**config.mk**
```make
export PLATFORM = sky130hd
export DESIGN_NAME = dct_mac_pipe
export DESIGN_NICKNAME = d
export VERILOG_FILES = /design/src/rtl/dct_mac_pkg.sv /design/src/rtl/dct_mac_round_sat.sv /design/src/rtl/dct_mac_pipe.sv
export SDC_FILE = /design/constraint.sdc
export NUM_CORES = 1
export LEC_CHECK = 0
export ABC_AREA = 1
export CAP_MARGIN = 40
export CORE_MARGIN = 5
export CORE_UTILIZATION = 40
export DETAILED_ROUTE_END_ITERATION = 16
export HOLD_SLACK_MARGIN = 0.08
export PLACE_DENSITY_LB_ADDON = 0.2
export SLEW_MARGIN = 20
export SYNTH_ARGS = -nofsm -noshare
export SYNTH_HDL_FRONTEND = slang
export SYNTH_HIERARCHICAL = 1
export SYNTH_SLANG_ARGS = --single-unit
export TNS_END_PERCENT = 5
```
**constraint.sdc**
```tcl
create_clock -name clk -period 10.4 [get_ports clk]
set_input_delay 1.56 -clock clk [delete_from_list [all_inputs] [get_ports clk]]
set_output_delay 1.56 -clock clk [all_outputs]
set_load 0.02 [all_outputs]
```
**src/rtl/dct_mac_pkg.sv**
```systemverilog
// Shared width helpers and pipeline-stage control type for the fdct MAC.
package dct_mac_pkg;

    // Full-precision product width of an a*b pair.
    function automatic int prod_w(input int a_w, input int b_w);
        return a_w + b_w;
    endfunction

    // Accumulator width: product plus growth for num_terms sums plus a guard bit.
    function automatic int acc_w(input int a_w, input int b_w, input int num_terms);
        return a_w + b_w + $clog2(num_terms) + 1;
    endfunction

    // Term counter width: must represent 0..num_terms.
    function automatic int cnt_w(input int num_terms);
        return $clog2(num_terms + 1);
    endfunction

    // Control fields carried through S1/S2 beside the operand/product payload.
    typedef struct packed {
        logic vld;
        logic first;
    } stage_ctl_t;

endpackage

```
**src/rtl/dct_mac_round_sat.sv**
```systemverilog
// Combinational round-half-up, arithmetic right shift and saturation to OUT_W.
module dct_mac_round_sat #(
    parameter int ACC_W = 28,
    parameter int SHIFT = 8,
    parameter int OUT_W = 12
) (
    input  logic signed [ACC_W-1:0] acc,
    output logic signed [OUT_W-1:0] value,
    output logic                    ovf
);

    // One extra bit so adding the rounding bias can never wrap.
    localparam int EXT_W = ACC_W + 1;

    function automatic logic signed [EXT_W-1:0] round_half_up(input logic signed [ACC_W-1:0] x);
        logic signed [EXT_W-1:0] bias;
        bias = EXT_W'(1) <<< (SHIFT - 1);
        return (EXT_W'(x) + bias) >>> SHIFT;
    endfunction

    // Returns {clamped_flag, value}.
    function automatic logic [OUT_W:0] saturate(input logic signed [EXT_W-1:0] r);
        logic signed [EXT_W-1:0] hi;
        logic signed [EXT_W-1:0] lo;
        hi = (EXT_W'(1) <<< (OUT_W - 1)) - EXT_W'(1);
        lo = -(EXT_W'(1) <<< (OUT_W - 1));
        if (r > hi)      return {1'b1, hi[OUT_W-1:0]};
        else if (r < lo) return {1'b1, lo[OUT_W-1:0]};
        else             return {1'b0, r[OUT_W-1:0]};
    endfunction

    // Round the final sum, then clamp it into the output range.
    always_comb begin
        {ovf, value} = saturate(round_half_up(acc));
    end

endmodule

```
**src/rtl/dct_mac_pipe.sv**
```systemverilog
// Pipelined signed MAC: register operands, multiply, accumulate NUM_TERMS
// products, then round/saturate into a one-clock out_valid pulse.
module dct_mac_pipe
    import dct_mac_pkg::*;
#(
    parameter int A_W       = 8,
    parameter int B_W       = 16,
    parameter int NUM_TERMS = 8,
    parameter int SHIFT     = 8,
    parameter int OUT_W     = 12
) (
    input  logic                    clk,
    input  logic                    rst_n,
    input  logic                    ena,
    input  logic                    in_valid,
    input  logic                    first,
    input  logic signed [A_W-1:0]   a,
    input  logic signed [B_W-1:0]   b,
    output logic                    out_valid,
    output logic signed [OUT_W-1:0] dout,
    output logic                    ovf,
    output logic                    abort
);

    localparam int PROD_W = prod_w(A_W, B_W);
    localparam int ACC_W  = acc_w(A_W, B_W, NUM_TERMS);
    localparam int CNT_W  = cnt_w(NUM_TERMS);

    logic signed [A_W-1:0]    a_p1;
    logic signed [B_W-1:0]    b_p1;
    stage_ctl_t               ctl_p1;
    logic signed [PROD_W-1:0] prod_p2;
    stage_ctl_t               ctl_p2;
    logic signed [ACC_W-1:0]  acc_p3;
    logic [CNT_W-1:0]         cnt_p3;
    logic                     done_p3;
    logic                     cap_p4;

    logic                     start;
    logic [CNT_W-1:0]         cnt_nxt;
    logic signed [ACC_W-1:0]  prod_ext;
    logic signed [OUT_W-1:0]  rs_value;
    logic                     rs_ovf;

    // S1: capture operands and qualify first with in_valid.
    always_ff @(posedge clk or negedge rst_n) begin
        if (!rst_n) begin
            a_p1         <= '0;
            b_p1         <= '0;
            ctl_p1.vld   <= 1'b0;
            ctl_p1.first <= 1'b0;
        end else if (ena) begin
            a_p1         <= a;
            b_p1         <= b;
            ctl_p1.vld   <= in_valid;
            ctl_p1.first <= in_valid & first;
        end
    end

    // S2: registered full-precision product.
    always_ff @(posedge clk or negedge rst_n) begin
        if (!rst_n) begin
            prod_p2 <= '0;
            ctl_p2  <= '0;
        end else if (ena) begin
            prod_p2 <= PROD_W'(a_p1) * PROD_W'(b_p1);
            ctl_p2  <= ctl_p1;
        end
    end

    // A block starts on an explicit first or automatically after a completed block.
    always_comb begin
        start    = ctl_p2.first || (cnt_p3 == '0);
        cnt_nxt  = start ? CNT_W'(1) : cnt_p3 + CNT_W'(1);
        prod_ext = ACC_W'(prod_p2);
    end

    // S3: accumulate; flag done on the last term and wrap the counter to 0.
    always_ff @(posedge clk or negedge rst_n) begin
        if (!rst_n) begin
            acc_p3  <= '0;
            cnt_p3  <= '0;
            done_p3 <= 1'b0;
        end else if (ena) begin
            done_p3 <= 1'b0;
            if (ctl_p2.vld) begin
                acc_p3 <= start ? prod_ext : acc_p3 + prod_ext;
                if (cnt_nxt == CNT_W'(NUM_TERMS)) begin
                    cnt_p3  <= '0;
                    done_p3 <= 1'b1;
                end else begin
                    cnt_p3  <= cnt_nxt;
                end
            end
        end
    end

    // Early first inside a running block discards it; pulse lasts one clock.
    always_ff @(posedge clk or negedge rst_n) begin
        if (!rst_n) abort <= 1'b0;
        else        abort <= ena && ctl_p2.vld && ctl_p2.first && (cnt_p3 != '0);
    end

    dct_mac_round_sat #(
        .ACC_W (ACC_W),
        .SHIFT (SHIFT),
        .OUT_W (OUT_W)
    ) u_round_sat (
        .acc   (acc_p3),
        .value (rs_value),
        .ovf   (rs_ovf)
    );

    // S4: capture the rounded result; dout/ovf hold until the next one.
    always_ff @(posedge clk or negedge rst_n) begin
        if (!rst_n) begin
            dout   <= '0;
            ovf    <= 1'b0;
            cap_p4 <= 1'b0;
        end else begin
            cap_p4 <= ena && done_p3;
            if (ena && done_p3) begin
                dout <= rs_value;
                ovf  <= rs_ovf;
            end
        end
    end

    // out_valid follows the capture by one clock and drops regardless of ena.
    always_ff @(posedge clk or negedge rst_n) begin
        if (!rst_n) out_valid <= 1'b0;
        else        out_valid <= cap_p4;
    end

endmodule
```
Yosys cells after proc, flatten, opt, wreduce, memory -nomap -nowiden:

Cells that the tools add are included.
Widths: inputs -> output; s select.

* add/sub/neg operators: 3
* multiply operators: 1
* order comparisons: 2
* eq/ne operators: 1
* muxes and demuxes: 7
* bitwise gates (word level): 1
* reductions and logical operators: 8

Operator list (count)
* $add 28x9->29 const B: 1
* $add 28x24->28: 1
* $mux 28: 1
* $mux 13: 2
* $mul 8x16->24: 1
* $gt 21x12->1 const B: 1
* $lt 21x12->1 const B: 1
* $mux 4: 2
* $add 4x1->4 const B: 1
* $eq 4x4->1 const B: 1
* $logic_and 1x1->1: 4
* $logic_not 4->1: 1
* $reduce_bool 4->1: 1
* $mux 1: 2
* $reduce_and 2->1: 1
* $and 1x1->1: 1
* $logic_or 1x1->1: 1

* register bits after elaboration: 101
* bits of input ports: 29
* output and inout port bits: 15

Longest topological paths before layout:

* word-level depth: 6
* gate-level depth with buffers: 23

Modules after synthesis:

Netlist, hierarchy kept.

Modules (own cells, without submodules)
* dct_mac_pipe: instances 1, cells each 1515, area each 10764.1 um^2
* dct_mac_round_sat: instances 1, cells each 163, area each 790.8 um^2

Worst setup path before layout:

No wires, ideal clock.

* path kind: reg2reg
* start: register a_p1[2]
* end: register prod_p2[22]
* library setup time: 0.132 ns
* arrival time: 4.439 ns
* required time: 10.268 ns
* slack: 5.829 ns
* cell stages (with the launch flop): 21
* buffers on the path: 2
* cells stage by stage: dfrtp_1 > clkbuf_1 > clkbuf_1 > nand2_1 > fa_1 > inv_1 > fa_1 > fa_1 > inv_1 > fa_1 > inv_1 > ha_1 > nand2_1 > inv_1 > nand3_1 > nor3_1 > nand4_1 > nand3_1 > nand2_1 > nand3_1 > o21ai_0

* longest elaborated chain between the ends: 1

Ends and longest elaborated chain
* from (decl): RTL line dct_mac_pipe.sv:29 `logic signed [A_W-1:0] a_p1;`
* from (signal assigned): RTL line dct_mac_pipe.sv:48 `a_p1 <= '0;`
* from (signal assigned): RTL line dct_mac_pipe.sv:53 `a_p1 <= a;`
* $mul 8x16->24: RTL line dct_mac_pipe.sv:66 `prod_p2 <= PROD_W'(a_p1) * PROD_W'(b_p1);`
* to (signal assigned): RTL line dct_mac_pipe.sv:66
* to (decl): RTL line dct_mac_pipe.sv:32 `logic signed [PROD_W-1:0] prod_p2;`

Every way passes these cells.
A chain may end at the register's enable or synchronous reset.

Final worst setup path:

* start: register a_p1[2]
* end: register prod_p2[21]

The elaborated chain is that of the path after synthesis.

==> results.toml <==
[timing]
min_period_ns = 4.95
slew_viol_final = 0
skew_ns = 0.0138
hold_ws_ns = 0.355
relSlewSlack_pct = 56.8
period_share_pct = 47.6
rsz0062_at_grt = "no"
setup_violations = 0
finalHoldViolCount = 0
fmax_mhz = 202
tightest_slew_ns = 0.649
setup_ws_ns = 5.45
fin_tns_setup_ns = 0

[power]
swShare_pct = 54.8
p_int_mw = 1.65
p_sw_mw = 2.00
powerDensity_nw_per_um2 = 290
clockPowerShare_pct = 9.8
power.total_mw = 3.65
ir_drop_mv = 0.116
sequentialPowerShare_pct = 19.5
leakagePower_nw = 7.19
combPwrFrac_pct = 70.7

[synthesis]
syn_area_per_cell_sq_um = 6.89
synth_warnings = 6
synthesis.area_sq_um = 11600
yosys_register_bits = 101
synth.top_cells.by_area = "dfrtp_1 (22%), nand2_1 (18%), fa_1 (18%)"
synth_nets = 1886
synth_top_area_share_pct = 21.9
synth_top_cell_by_area = "dfrtp_1"
ys_types = 43
synthCells = 1678
ys_seq_area_share_pct = 21.9

[grt]
grt_max_degree = 58
grt-ovfl-total = 0
gr-usage-all-layers_pct = 18.6
antenna_found_initial = 0
grt_pass1_wl_um = 49500
grt_pass1_vias = 9837

[outcome]
status = "complete, no violations"

[cts]
cts.sinks = 101
cts_setup_buffers = 0
hold_buffers = 0
root_buffer = "clkbuf_16"
cts_max_level = 3
clk_latency_ns = 0.37
cts_buffers = 9
tritoncts = "done"
path_clk_slew_ns = 0.09
ctsResizeCount = 0
clock_path_buffers = 2

[placed_design]
port_buffers = 43
place_inst = 2054
dp_hpwl_um = 23500
postPlaceCellArea_sq_um = 12300
place_ws_ns = 5.43
gp_congestion = 0.893

[layout]
seqCellArea_sq_um = 2530
nets = 1890
utilization_pct = 44.0
instances_no_fill = 2071
n_fill_cell = 2966
multi_input_area_sq_um = 7520
drive_gt1_share_pct = 3.32
antenna-diode-count = 0
final_area_sq_um = 12600
syn2layout_area_growth_pct = 9.09

[critical_path]
path_cells = "nand2_1, fa_1, inv_1, fa_1, fa_1, inv_1, fa_1, inv_1, ha_1, nand2_1, nor3_1, nand4_1, nand3_1, nand2_1, nand3_1, o21ai_0"
crit_path_start_kind = "flop"
cp_common_cell = "fa_1"
crit_family = "adder cells"
path_class = "reg -> reg"
slowest_delay_ns = 0.73
critical_path_buf_inv_count = 3
slowest_stage = "dfrtp_1"
crit_path_end_kind = "flop"
crit_arrival_ns = 5.17
worst_ep_required_time_ns = 10.63
cp_max_fo = 17

[min_path]
hold_path_class = "reg -> reg"

[route]
drtAntennaViolNets = 0
drt-initial-drc-count = 565
drc = 0
vias_per_cell = 4.74
wl_per_cell_um = 14.1
drtPass1Iterations = 5
wirelength_um = 29300
vias = 9809

[floorplanning]
rows = 62
die_area_sq_um = 32400
coreArea_sq_um = 28600
fp.dieW_um = 180
fp.dieH_um = 180
initial_core_util_pct = 40.4
ios = 44

[flow_run]
maxCapViolations = 0
## cell families (layout without fill, tap and decap cells)
logic type	Yosys count	in the layout	synth area share [%]
adder cells (fa/ha/maj)	179	179	26.1
XOR/XNOR	36	36	2.73
AND/OR/NAND/NOR	817	817	29.0
AO/OA/AOI/OAI	149	149	7.26
buffers and inverters	396	405	13.0
flip-flops	101	101	21.9
## registers in the layout, indices dropped and copies added, names as in the netlist, 2 cells and up
register  count
a_p1          8
acc_p3       28
b_p1         16
cnt_p3        4
ctl_p1        2
ctl_p2        2
dout         12
prod_p2      24
## routing by layer
layer,GRT usage [%],vias to the layer above,share of wire [%]
li1,-,5056,-
met2,32.6,129,48
met4,3.51,0,1.0
met3,2.10,21,2.9
met5,0,-,0
met1,25.0,4603,48
## synth_stat cells
cell and number:
ha_1 75, xnor2_1 17, nand2_1 567, clkinv_1 1, nand3_1 75, nand3b_1 5, nand3_2 2, buf_2 5
buf_1 4, nor2_4 4, or2_2 2, nor2_1 114, or2_1 2, nand2_2 7, a21boi_4 1, a22o_1 1
o22ai_1 1, o21ai_1 5, nor2_2 7, dfrtp_1 101, o211ai_1 3, a21oi_1 63, clkbuf_1 46, inv_2 2
o21ai_0 52, xor2_1 19, nor3_1 5, a21o_1 6, buf_6 2, nand4_1 20, inv_1 336, and2_1 3
a21boi_2 1, nand2_4 1, a21boi_0 1, o21ai_2 2, a21oi_2 2, o21bai_1 7, nor4_1 2, a211oi_1 1
fa_1 104, or2_0 1, o21a_1 3
## layout make-up
type                    count  area share, %
inverters                 339           10.1
multi-input cells        1181           59.7
flip-flops and latches    101           20.1
well taps                 384           3.81
clock inverters             7          0.665
repair buffers             50           3.93
clock buffers               9           1.79
## power by group through the flow
stage	logic (mW)	clock network (mW)	registers (mW)
6_report	2.58	0.359	0.712
5_1_grt	2.97	0.387	0.736
2_1_floorplan	1.98	0	0.662
3_5_place_dp	2.58	0	0.720
4_1_cts	2.59	0.370	0.714
3_3_place_gp	2.57	0	0.719
## worst register-to-register path, delay by kind of cell (launching register included)
family	cells	cell delay, ns
compound gates	1	0.09
fa+ha+maj	5	2.59
buf+inv	3	0.24
flops	1	0.73
simple gates	7	1.15
## cells in the final DEF (no fill, tap or decap), types with 7 or more instances in the layout
| cell type | synthesis | layout |
|---|---|---|
| xor2_1 | 19 | 19 |
| dfrtp_1 | 101 | 101 |
| clkbuf_16 | 0 | 9 |
| fa_1 | 104 | 104 |
| nand4_1 | 20 | 20 |
| clkdlybuf4s50_1 | 0 | 41 |
| xnor2_1 | 17 | 17 |
| a21oi_1 | 63 | 63 |
| o21ai_0 | 52 | 52 |
| nand3_1 | 75 | 75 |
| inv_1 | 336 | 336 |
| nor2_1 | 114 | 114 |
| o21bai_1 | 7 | 7 |
| nand2_1 | 567 | 567 |
| ha_1 | 75 | 75 |
| nand2_2 | 7 | 7 |
| nor2_2 | 7 | 7 |
## worst paths after layout
check,cells past startpoint,slack (ns),to,startpoint
hold reg to reg,0,0.36,out_valid$_DFF_PN0_,cap_p4$_DFF_PN0_
min in group asynchronous,1,1.13,acc_p3[5]$_DFFE_PN0P_,rst_n
setup reg to reg,16,5.45,prod_p2[21]$_DFFE_PN0P_,a_p1[2]$_DFFE_PN0P_
max in group asynchronous,3,8.16,b_p1[3]$_DFFE_PN0P_,rst_n
hold / removal,0,0.36,out_valid$_DFF_PN0_,cap_p4$_DFF_PN0_
setup / recovery,16,5.45,prod_p2[21]$_DFFE_PN0P_,a_p1[2]$_DFFE_PN0P_
Power figures use the tool's default switching activity.
